**src/rtl/ffra_pipe.sv**
```systemverilog
// rtl/ffra_pipe.sv - chunked carry-pipelined adder/subtractor with valid/ready flow control
module ffra_pipe #(
    parameter int WIDTH  = 32,
    parameter int STAGES = 4
) (
    input  logic             clk,
    input  logic             rst,
    input  logic             in_valid,
    output logic             in_ready,
    input  logic [WIDTH-1:0] a,
    input  logic [WIDTH-1:0] b,
    input  logic             ci,
    input  logic             sub,
    output logic             out_valid,
    input  logic             out_ready,
    output logic [WIDTH-1:0] o,
    output logic             co,
    output logic             ovf,
    output logic [15:0]      done_cnt
);

    localparam int CHUNK = WIDTH / STAGES;

    if (STAGES < 1 || (WIDTH % STAGES) != 0) begin : g_bad_params
        $error("ffra_pipe: WIDTH must be an integer multiple of STAGES");
    end

    // ra[k] holds the result chunks 0..k plus the untouched upper chunks of operand A
    logic [WIDTH-1:0]  ra     [STAGES];
    logic [WIDTH-1:0]  rb     [STAGES];
    logic [STAGES-1:0] rc, rv, ram, rbm;

    logic [WIDTH-1:0]  src_a  [STAGES];
    logic [WIDTH-1:0]  src_b  [STAGES];
    logic [WIDTH-1:0]  nx_a   [STAGES];
    logic [CHUNK:0]    sum    [STAGES];
    logic [STAGES-1:0] src_c, src_v, src_am, src_bm, nx_c;

    logic stall;

    assign out_valid = rv[STAGES-1];
    assign stall     = out_valid && !out_ready;
    assign in_ready  = rst || !stall;

    assign o   = ra[STAGES-1];
    assign co  = rc[STAGES-1];
    assign ovf = (ram[STAGES-1] == rbm[STAGES-1]) && (o[WIDTH-1] != ram[STAGES-1]);

    always_comb begin
        src_a[0]  = a;
        src_b[0]  = sub ? ~b : b;
        src_c[0]  = sub ? ~ci : ci;
        src_v[0]  = in_valid;
        src_am[0] = a[WIDTH-1];
        src_bm[0] = sub ? ~b[WIDTH-1] : b[WIDTH-1];
        for (int k = 1; k < STAGES; k++) begin
            src_a[k]  = ra[k-1];
            src_b[k]  = rb[k-1];
            src_c[k]  = rc[k-1];
            src_v[k]  = rv[k-1];
            src_am[k] = ram[k-1];
            src_bm[k] = rbm[k-1];
        end
        for (int k = 0; k < STAGES; k++) begin
            sum[k]  = {1'b0, src_a[k][k*CHUNK +: CHUNK]}
                    + {1'b0, src_b[k][k*CHUNK +: CHUNK]}
                    + {{CHUNK{1'b0}}, src_c[k]};
            nx_a[k] = src_a[k];
            nx_a[k][k*CHUNK +: CHUNK] = sum[k][CHUNK-1:0];
            nx_c[k] = sum[k][CHUNK];
        end
    end

    always_ff @(posedge clk) begin
        if (rst) begin
            rv       <= '0;
            rc       <= '0;
            ram      <= '0;
            rbm      <= '0;
            done_cnt <= '0;
            for (int k = 0; k < STAGES; k++) begin
                ra[k] <= '0;
                rb[k] <= '0;
            end
        end else begin
            if (!stall) begin
                rv  <= src_v;
                rc  <= nx_c;
                ram <= src_am;
                rbm <= src_bm;
                for (int k = 0; k < STAGES; k++) begin
                    ra[k] <= nx_a[k];
                    rb[k] <= src_b[k];
                end
            end
            if (out_valid && out_ready) begin
                done_cnt <= done_cnt + 16'd1;
            end
        end
    end

endmodule
```
**config.mk**
```make
export PLATFORM = sky130hd
export DESIGN_NAME = ffra_pipe
export DESIGN_NICKNAME = d
export VERILOG_FILES = /design/src/rtl/ffra_pipe.sv
export SDC_FILE = /design/constraint.sdc
export NUM_CORES = 1
export LEC_CHECK = 0
export ABC_CLOCK_PERIOD_IN_PS = 7550
export CAP_MARGIN = 20
export CORE_ASPECT_RATIO = 0.9
export CORE_UTILIZATION = 52
export CTS_BUF_LIST = sky130_fd_sc_hd__clkbuf_8
export DETAILED_ROUTE_END_ITERATION = 10
export GPL_TIMING_DRIVEN = 1
export PLACE_DENSITY = 0.87
export RECOVER_POWER = 25
export SLEW_MARGIN = 5
export SYNTH_ARGS = -nofsm -noshare
export SYNTH_HDL_FRONTEND = slang
export SYNTH_SLANG_ARGS = --single-unit
```
**constraint.sdc**
```tcl
create_clock -name clk -period 7.55 [get_ports clk]
set_clock_uncertainty 0.2 [all_clocks]
set_input_delay 1.8875 -clock clk [delete_from_list [all_inputs] [get_ports clk]]
set_output_delay 1.8875 -clock clk [all_outputs]
set_load 0.05 [all_outputs]
```
* Word level (Yosys, flattened, before mapping)
Memory sizes are Yosys's and may differ from the RTL's. Index checks and enable logic that the tools add are counted.
Word-level totals: register bits after elaboration 32, memories 2, output and inout bits 52, bits in writable memories 256, word-level logic and storage cells 51, bits of input ports 70
Memories:
- ra | words 4, bits a word 32, read ports 4, clocked after Yosys merged registers in 0, write ports 4, RTL line 29 | logic [WIDTH-1:0] ra [STAGES];
- rb | words 4, bits a word 32, read ports 3, clocked after Yosys merged registers in 0, write ports 4, RTL line 30 | logic [WIDTH-1:0] rb [STAGES];
Operators by class: reductions and logical operators 6, $add $sub $neg 9, muxes and demuxes 16, equal/unequal tests 2, bitwise operators 11
Operator list (count):
- 32-bit two-way mux | 9
- 8-bit by 8-bit adder with 9-bit output | 4
- 9-bit by 1-bit adder with 9-bit output | 4
- 32-bit inverter | 1
- 16-bit by 1-bit adder with 16-bit output (second input constant) | 1
- 1-bit OR | 8
- 1-bit two-way mux | 7
- 1-bit logical AND | 3
- 1-bit logical NOT | 2
- 1-bit inverter | 2
- 1-bit == test | 1
- 1-bit logical OR | 1
- 1-bit != test | 1

* Depth between registers and ports, before layout
Gate-level depths: netlist of the first run.
word-level depth 6, depth in mapped cells 10, depth with buffers taken out 8

* Worst setup path after synthesis of the first run
Ideal clock, no wire load.
path kind input to output, start input out_ready, end output in_ready, setup slack -0.432 ns, data arrival time 5.894 ns, cell stages on the path 4, path buffers 1, required time 5.463 ns, cell sequence nand2b_1 > buf_4 > nor2_1 > inv_1
On the way: word-level cells in the longest chain between the ends 4
RTL lines:
- start, declared | RTL line 15 | input logic out_ready,
- 1-bit logical NOT | RTL line 42 | assign stall = out_valid && !out_ready;
- 1-bit logical AND | RTL line 42
- 1-bit logical NOT
- 1-bit logical OR | RTL line 43 | assign in_ready = rst || !stall;
- end, declared | RTL line 9 | output logic in_ready,
No other way between the ends.

* Worst setup path in the final report of the first run
Same ends and word-level chain as after synthesis.

==> results.txt, run 1 <==
- Arr. time, crit path: roughly 4.1 ns
- Element type at the critical path start: primary input
- End of the worst hold path: ram[2]$_SDFFE_PP0N_
* Distinct cell type count of the synthesized netlist: 48
- Antenna-violating nets left: 0
- Pin count of the biggest net entering global routing: roughly 180
* Post-CTS Hold Buffers: 0
* Clock latency on the worst-skew pair: around 0.5 ns
- After routing, the total negative slack on setup checks comes to 0 ns.
- Cell area after synthesis: 9660 um2
* Core region area: ~18,000 um2
- The flow ran to the end, but the final reports show violations.
* R2R Setup Slk: between 3 and 4 ns
- The Yosys step of the flow raised 0 warnings.
* Final wirelength: between 15 and 20 mm
- The worst hold path was traced through 2 stages.
- The floorplan step set the die height to approximately 130 um.
- The floorplan step defined a die boundary enclosing around 19,000 um2.
* Final critical delay including setup and external delays: 6.23 ns
* Synthesized area divided by synthesized cell count: about 12 um2
- Antenna Cells: 0
* Final setup violation count: 0
* Setup slack after placement: between 1 and 1.5 ns
* Worst reg2reg endpoint: ra[0][7]$_SDFFCE_PN0P_
- Highest-count cells in the layout ignoring fill and taps: sky130_fd_sc_hd__edfxtp_1 (176), sky130_fd_sc_hd__clkdlybuf4s50_1 (99), sky130_fd_sc_hd__and2_1 (91)
- Sequential share of power: 51.9%
- Global routing finished with a remaining overflow of 0.
* Switching power share of the total: 23.2%
- Area grow syn2layout: 19.2%
- The worst setup path is of the in2out kind.
- Cell area power density: 225 nW/um2
- Post-CTS Resized: 0
- The internal power of the cells totals 0.00199 W.
- The synthesized design contains around 210 register bits.
- Post-detailed-route DRC marker count: 0
- 122 I/O pins were placed.
- Max-slew headroom: -24.4%
- The signal on the critical path passes through dlygate4sd3_1 -> nand2b_1 -> nor2_1 -> clkinvlp_4 -> buf_4.
- Max-slew violations: 59
- DRT Pass-1 Iters: 5
- Largest family of logic cells by synthesized area: simple AND/OR/NAND/NOR gates
- Post-CTS Setup Repair Bufs: 0
- Class of the most critical hold timing path: reg2reg
- STA classifies the critical path endpoint as a primary output.
- Global placer's final weighted congestion: ~0.81
- Launch instance of the worst min-delay path: ram[2]$_SDFFE_PP0N_
- In this run the critical register-to-register path is launched from rv[3]$_SDFFE_PP0N_.
- The share of total power dissipated in combinational logic is roughly a tenth.
- DRC marker count from the first detailed-route iteration: roughly 430
- The tree built by TritonCTS fans out to roughly 210 sinks.
* Number of hold-slack violations in the final timing report: 0
- Post-synthesis cell type with the largest combined area: sky130_fd_sc_hd__edfxtp_1
* Transition time of the tightest slew-check pin: about 1.9 ns
- No sink is reached through more buffers than the 3 on the longest clock path.
- Global-route wire length before repair: roughly 28 mm
* Number of buffers created by CTS: 34
* Die outline width: between 100 and 150 um
- Violations in the final reports: max-capacitance violations, max-slew violations
- Final cycle utilization of the critical path: 82.5%
* Via-to-Cell Ratio: 5.19
- Post-CTS clock slew at the launch and capture registers of the worst setup and hold paths: about 0.06 ns
* Ranking of synthesized cells by area: sky130_fd_sc_hd__edfxtp_1 (55%), sky130_fd_sc_hd__and2_1 (8.2%), sky130_fd_sc_hd__dfxtp_1 (6.6%)
- Global routing used about 18% of the available tracks.
* Max Fclk: 0.160 GHz
* Post-synthesis share of cell area spent on full adders, half adders and majority gates: between 5 and 6%
* Share of synthesized cell area in and, or, nand and nor gates: ~17%
* Yosys top cell area share: between 50% and 60%
- At the worst endpoint, the required time is between 5 and 6 ns.
- Synthesized netlist net count: approximately 890
* Root Buffer: sky130_fd_sc_hd__clkbuf_8
- In the final routed layout, each cell accounts on average for around 15 um.
* FP Rows: 46
* Worst-path maximum fanout: 18
* Final total power: between 0.002 and 0.003 W
* Initial antenna violation count: 0
- Setup slack closes at ~1.3 ns.
* Fraction of the yosys area taken by sequential cells: about 61%
- Count of filler cells inserted in the layout: between 1,000 and 1,500
* Utilization after layout: 64.3%
- Number of enable flip-flop cells after synthesis: about 180
* Switching power of the nets: ~0.00060 W
- CTS tree: yes
- Post-synthesis compound-gate area fraction: 7.10%
- Leakage power summed over all cells: 4.67 nW
- Initial standard-cell utilization of the core: ~54%
- Portion of total power attributed to the clock network: 37.4%
- Share of synthesized registers carrying an async set or reset: 0%
- The library cell used most frequently in the layout, excluding fill and tap cells, is sky130_fd_sc_hd__edfxtp_1.
* Max capacitance violation total: 1
- Dominant synthesized flop cell: sky130_fd_sc_hd__edfxtp_1
* RSZ-0062 raised after global routing: false
- Delay of the slowest cell on the worst path: about 0.65 ns
- Number of H-tree levels: 2
* Post-synthesis mux area share: less than 1%
* Count of vias placed by the detailed router: 5,932
* Critical path's slowest cell: sky130_fd_sc_hd__dlygate4sd3_1
- Via count of the first global-routing pass: about 6,000
* Fraction of layout cells with a size suffix above 1: under 10%
* Cell depth of the worst flop-to-flop path: 7
- The final layout contains 983 nets.
* # port buffers: between 100 and 150
- Across the VDD grid, the largest voltage drop is around 0.17 mV.
* Gate count after technology mapping: between 700 and 800
- Estimated wirelength of the detail-placed design: between 10 and 15 mm
- Summing the areas of all xor and xnor instances in the mapped netlist gives just over 4% of the synthesized area.
-- area by class of cell --
cell class              count  area, um2  share of cell area (%)
clock inverters            23        145                    1.26
well taps                 240        300                    2.61
inverters                  13       52.6                   0.456
clock buffers              39        537                    4.66
repair buffers            127       1250                    10.9
multi-input cells         492       3300                    28.7
flip-flops and latches    208       5930                    51.5
-- power by group through the flow --
stage	combinational [W]	sequential, W	clock [W]
after floorplan	0.000200	0.00136	0
after global placement	0.000271	0.00137	0
after detailed placement	0.000280	0.00137	0
after CTS	0.000283	0.00135	0.000993
after global routing	0.000306	0.00135	0.00104
final	0.000279	0.00135	0.000970
-- Yosys cell counts, drive strengths merged, types with 5 or more instances --
| cell type | instances |
|---|---|
| o2111ai | 6 |
| o21ai | 22 |
| dfxtp | 32 |
| a211o | 5 |
| inv | 13 |
| a21o | 7 |
| a211oi | 20 |
| nand2 | 40 |
| ha | 29 |
| o21bai | 8 |
| xor2 | 14 |
| nand2b | 10 |
| o21a | 5 |
| or4 | 5 |
| nor2 | 57 |
| xnor2 | 31 |
| edfxtp | 176 |
| a21oi | 21 |
| nor3 | 19 |
| nand3 | 9 |
| fa | 8 |
| and2 | 127 |
| buf | 46 |
| nor2b | 8 |
| clkbuf | 19 |
| or3 | 6 |
-- routing by layer --
metal	wire, um	vias to the layer above	GRT usage, %
met1	7290	2796	23.1
met3	723	54	3.89
met2	8260	147	30.2
met4	679	0	9.47
met5	0	-	0
li1	-	2935	-
-- worst max-delay path by stage --
stage,start,to,slack [ns],cells after the start
after floorplan,out_ready,in_ready,0.76,4
after global placement,out_ready,in_ready,1.56,5
after detailed placement,out_ready,in_ready,1.48,5
after CTS,out_ready,in_ready,1.45,5
after global routing,out_ready,in_ready,1.20,5
final,out_ready,in_ready,1.32,5
-- state kept, by name, indices dropped and copies added, names as in the netlist --
register and cells:
done_cnt 16, ra 128, ram 4, rb 48, rbm 4, rc 4, rv 4
-- metrics by stage --
| step | area, um2 | hold WS, ns | cells |
|---|---|---|---|
| 5_1_grt | 11500 | 0.269 | 1142 |
| 3_3_place_gp | 10800 | 0.238 | 1079 |
| 6_report | 11500 | 0.254 | 1142 |
| 2_1_floorplan | 9660 | 0.232 | 778 |
| 4_1_cts | 11500 | 0.254 | 1141 |
| 3_5_place_dp | 10800 | 0.245 | 1079 |
-- worst max-delay path, delay by kind of cell --
| kind | cells | cell delay [ns] |
|---|---|---|
| buffers and inverters | 3 | 1.18 |
| and+or+nand+nor | 2 | 1.07 |
-- kinds of logic (layout without fill, tap and decap cells) --
kind of cell,Yosys count,after routing
flops,208,208
fa+ha+maj,37,37
simple gates,304,304
xor+xnor,45,45
compound gates,103,103
mux,3,3
buf+inv,78,202
Note: power is estimated with default switching activity, not from simulation.
==> run 2, diff against run 1 <==
Settings changed: ABC_CLOCK_PERIOD_IN_PS 7550 to 5570.
Clock period 7.55 ns to 5.57 ns, I/O delays scaled along.
==> run 2 against run 1 <==
Compared with the run above: the run still ends with max-capacitance violations, max-slew violations left; register-to-register slack worse by 1.3 ns; count of clock-buffer cells in the layout is 2 lower; worst setup slack lost 0.55 ns; critical path depth unchanged; power up 31%; sequential cell count did not move; via count is 0.91% lower; utilization down 0.21 points; critical endpoint unchanged; highest routed layer unchanged.
==> results.txt, run 2 (synthesized netlist as in run 1, its figures left out) <==
- At the pin with the least slew margin, the transition time is 2.31 ns.
- At the end of the flow, the number of nets in the layout was approximately 1,000.
- Drt wl/cell: 14.6 um
- Clock Sinks: ~210
- At the worst endpoint, the arrival time is ~3.2 ns.
- Leakage power summed over all cells: approximately 4.6 nW
- 0 antenna diodes ended up in the layout.
- Global-route wire length before repair: about 27 mm
* Highest ir drop seen on vdd: roughly 0.24 mV
* Most frequent standard cell in the layout excluding fill and tap cells: sky130_fd_sc_hd__edfxtp_1
- Cell internal pwr: about 0.0026 W
- Core region area: ~18,000 um2
- STA puts the critical path data required time at 3.98 ns.
- Max-cap violations in this run came to 2.
- Per report_power, the sequential group accounts for between 50 and 60% of the total.
- Num ports: 122
- The clock network accounts for 35.3% of the total power.
- Number of buffers created by CTS: 36
* Global placer's final weighted congestion: around 0.8
- In this run the number of H-tree levels came out at 2.
- Max-slew headroom: -54.3%
- The min-delay analysis places its worst path in the category reg2reg.
* Worst setup margin: approximately 0.76 ns
- Root Buffer: sky130_fd_sc_hd__clkbuf_8
- After routing, the total negative slack on setup checks comes to 0 ns.
- Summed over all nets, the switching power comes to 0.000822 W.
- For this run the aggregate overflow at the end of global routing stands at 0.
* Post-CTS Hold Buffers: 0
- Compared with the post-synthesis result, the final layout area differs by 18.8%.
- The share of total power dissipated in combinational logic is between 10 and 15%.
- In the final layout, the share of cells above drive strength 1 is 6.95%.
- In this run the worst path has a maximum fanout of 7.
- With fillers left out, the area of the finished cells amounts to roughly 11,000 um2.
* Hold slack final: around 0.25 ns
* Top Registers: ra x128, rb x48, done_cnt x16
* CTS tree: yes
- Cell area power density: 297 nW/um2
- More flip-flops sit in one register than any other, and that register is ra.
- CTS max path bufs: 3
* Largest register FFs: between 100 and 150
- Input and output buffers added on the ports amount to 121.
- The floorplan step set the die width to about 150 um.
- In the layout the commonest cells are sky130_fd_sc_hd__edfxtp_1 (176), sky130_fd_sc_hd__and2_1 (111), sky130_fd_sc_hd__clkdlybuf4s50_1 (109).
* Element type at the critical path start: primary input
- Critical path class: in2out
- Across every metal layer, demand over resource in global routing totals about 18%.
* Final critical delay including setup and external delays: between 4 and 5 ns
- Max Fclk: between 0.2 and 0.25 GHz
- Final cycle utilization of the critical path: 86.3%
- Antenna-violating nets left: 0
- Status: finished with violations
* Violations in the final reports: max-capacitance violations, max-slew violations
* Via-to-Cell Ratio: ~5.1
- Entering global routing, the biggest net connects 177 pins.
* Clock latency on the worst-skew pair: ~0.5 ns
- Count of vias placed by the detailed router: around 6,000
* Post-CTS Resized: 0
- Post-detailed-route DRC marker count: 0
- Setup violations remaining at the end of the flow were counted as 0.
- The worst setup path is captured at a primary output.
- Setup slack after placement: between 1 and 1.5 ns
* Cell area after placement: approximately 11,000 um2
- Net switching is about a quarter of the power.
* Estimated wirelength of the detail-placed design: 11.0 mm
- The number of global-route vias before repair is around 5,800.
- DRC marker count from the first detailed-route iteration: a little over 400
- The total count of hold-check failures in the final report came to 0.
- DRT Pass-1 Iters: 5
- Initial antenna violation count: 0
- Initial standard-cell utilization of the core: roughly 54%
- Max-slew violations: roughly 220
- The routed design has between 15 and 20 mm of wire.
- Post-CTS Setup Repair Bufs: 0
- Setup repair after global routing left no endpoint under its margin.
- Die Footprint: approximately 19,000 um2
- Y dimension of the die: between 100 and 150 um
- Post-CTS clock slew at the launch and capture registers of the worst setup and hold paths: roughly 0.050 ns
* FP Rows: 46
-- run 2: final timing paths --
check	from	slack (ns)	end	cells after the start
setup / recovery	out_ready	0.76	in_ready	5
hold / removal	rv[2]$_SDFFE_PP0N_	0.25	rv[2]$_SDFFE_PP0N_	2
setup reg to reg	rv[3]$_SDFFE_PP0N_	2.10	ra[0][101]$_SDFFCE_PN0P_	4
hold reg to reg	rv[2]$_SDFFE_PP0N_	0.25	rv[2]$_SDFFE_PP0N_	2
-- run 2: area by class of cell --
class                      count  area (um2)
sequential                   208        5930
clock buffer                  37         509
inverter                      13        52.6
tap                          240         300
clock inverter                27         115
timing repair buffer         129        1260
multi-input combinational    492        3310
fill                        1312        6420
-- run 2: through the flow --
step	power, W	util, %	instances
2_1_floorplan	0.00212	-	778
3_3_place_gp	0.00222	60.8	1082
3_5_place_dp	0.00224	60.8	1082
4_1_cts	0.00345	64.3	1146
5_1_grt	0.00355	64.1	1146
6_report	0.00341	64.1	1146
-- run 2: metal layers --
metal	track usage [%]	share of wire, %	wire length [um]
met5	0	0	0
met4	8.77	3.5	586
met3	3.68	4.0	678
met2	31.1	50	8450
met1	21.8	42	7070
-- run 2: critical path: stages --
cell,delay (ns)
sky130_fd_sc_hd__dlygate4sd3_1,0.64
sky130_fd_sc_hd__nand2b_1,0.20
sky130_fd_sc_hd__nor2_1,0.51
sky130_fd_sc_hd__clkinvlp_4,0.24
sky130_fd_sc_hd__buf_4,0.23
-- run 2: power by group through the flow --
stage	logic (W)	clock network, W	registers, W
floorplan	0.000271	0	0.00185
global placement	0.000369	0	0.00186
detailed placement	0.000380	0	0.00186
CTS	0.000384	0.00123	0.00183
global route	0.000416	0.00130	0.00184
finish	0.000379	0.00120	0.00183
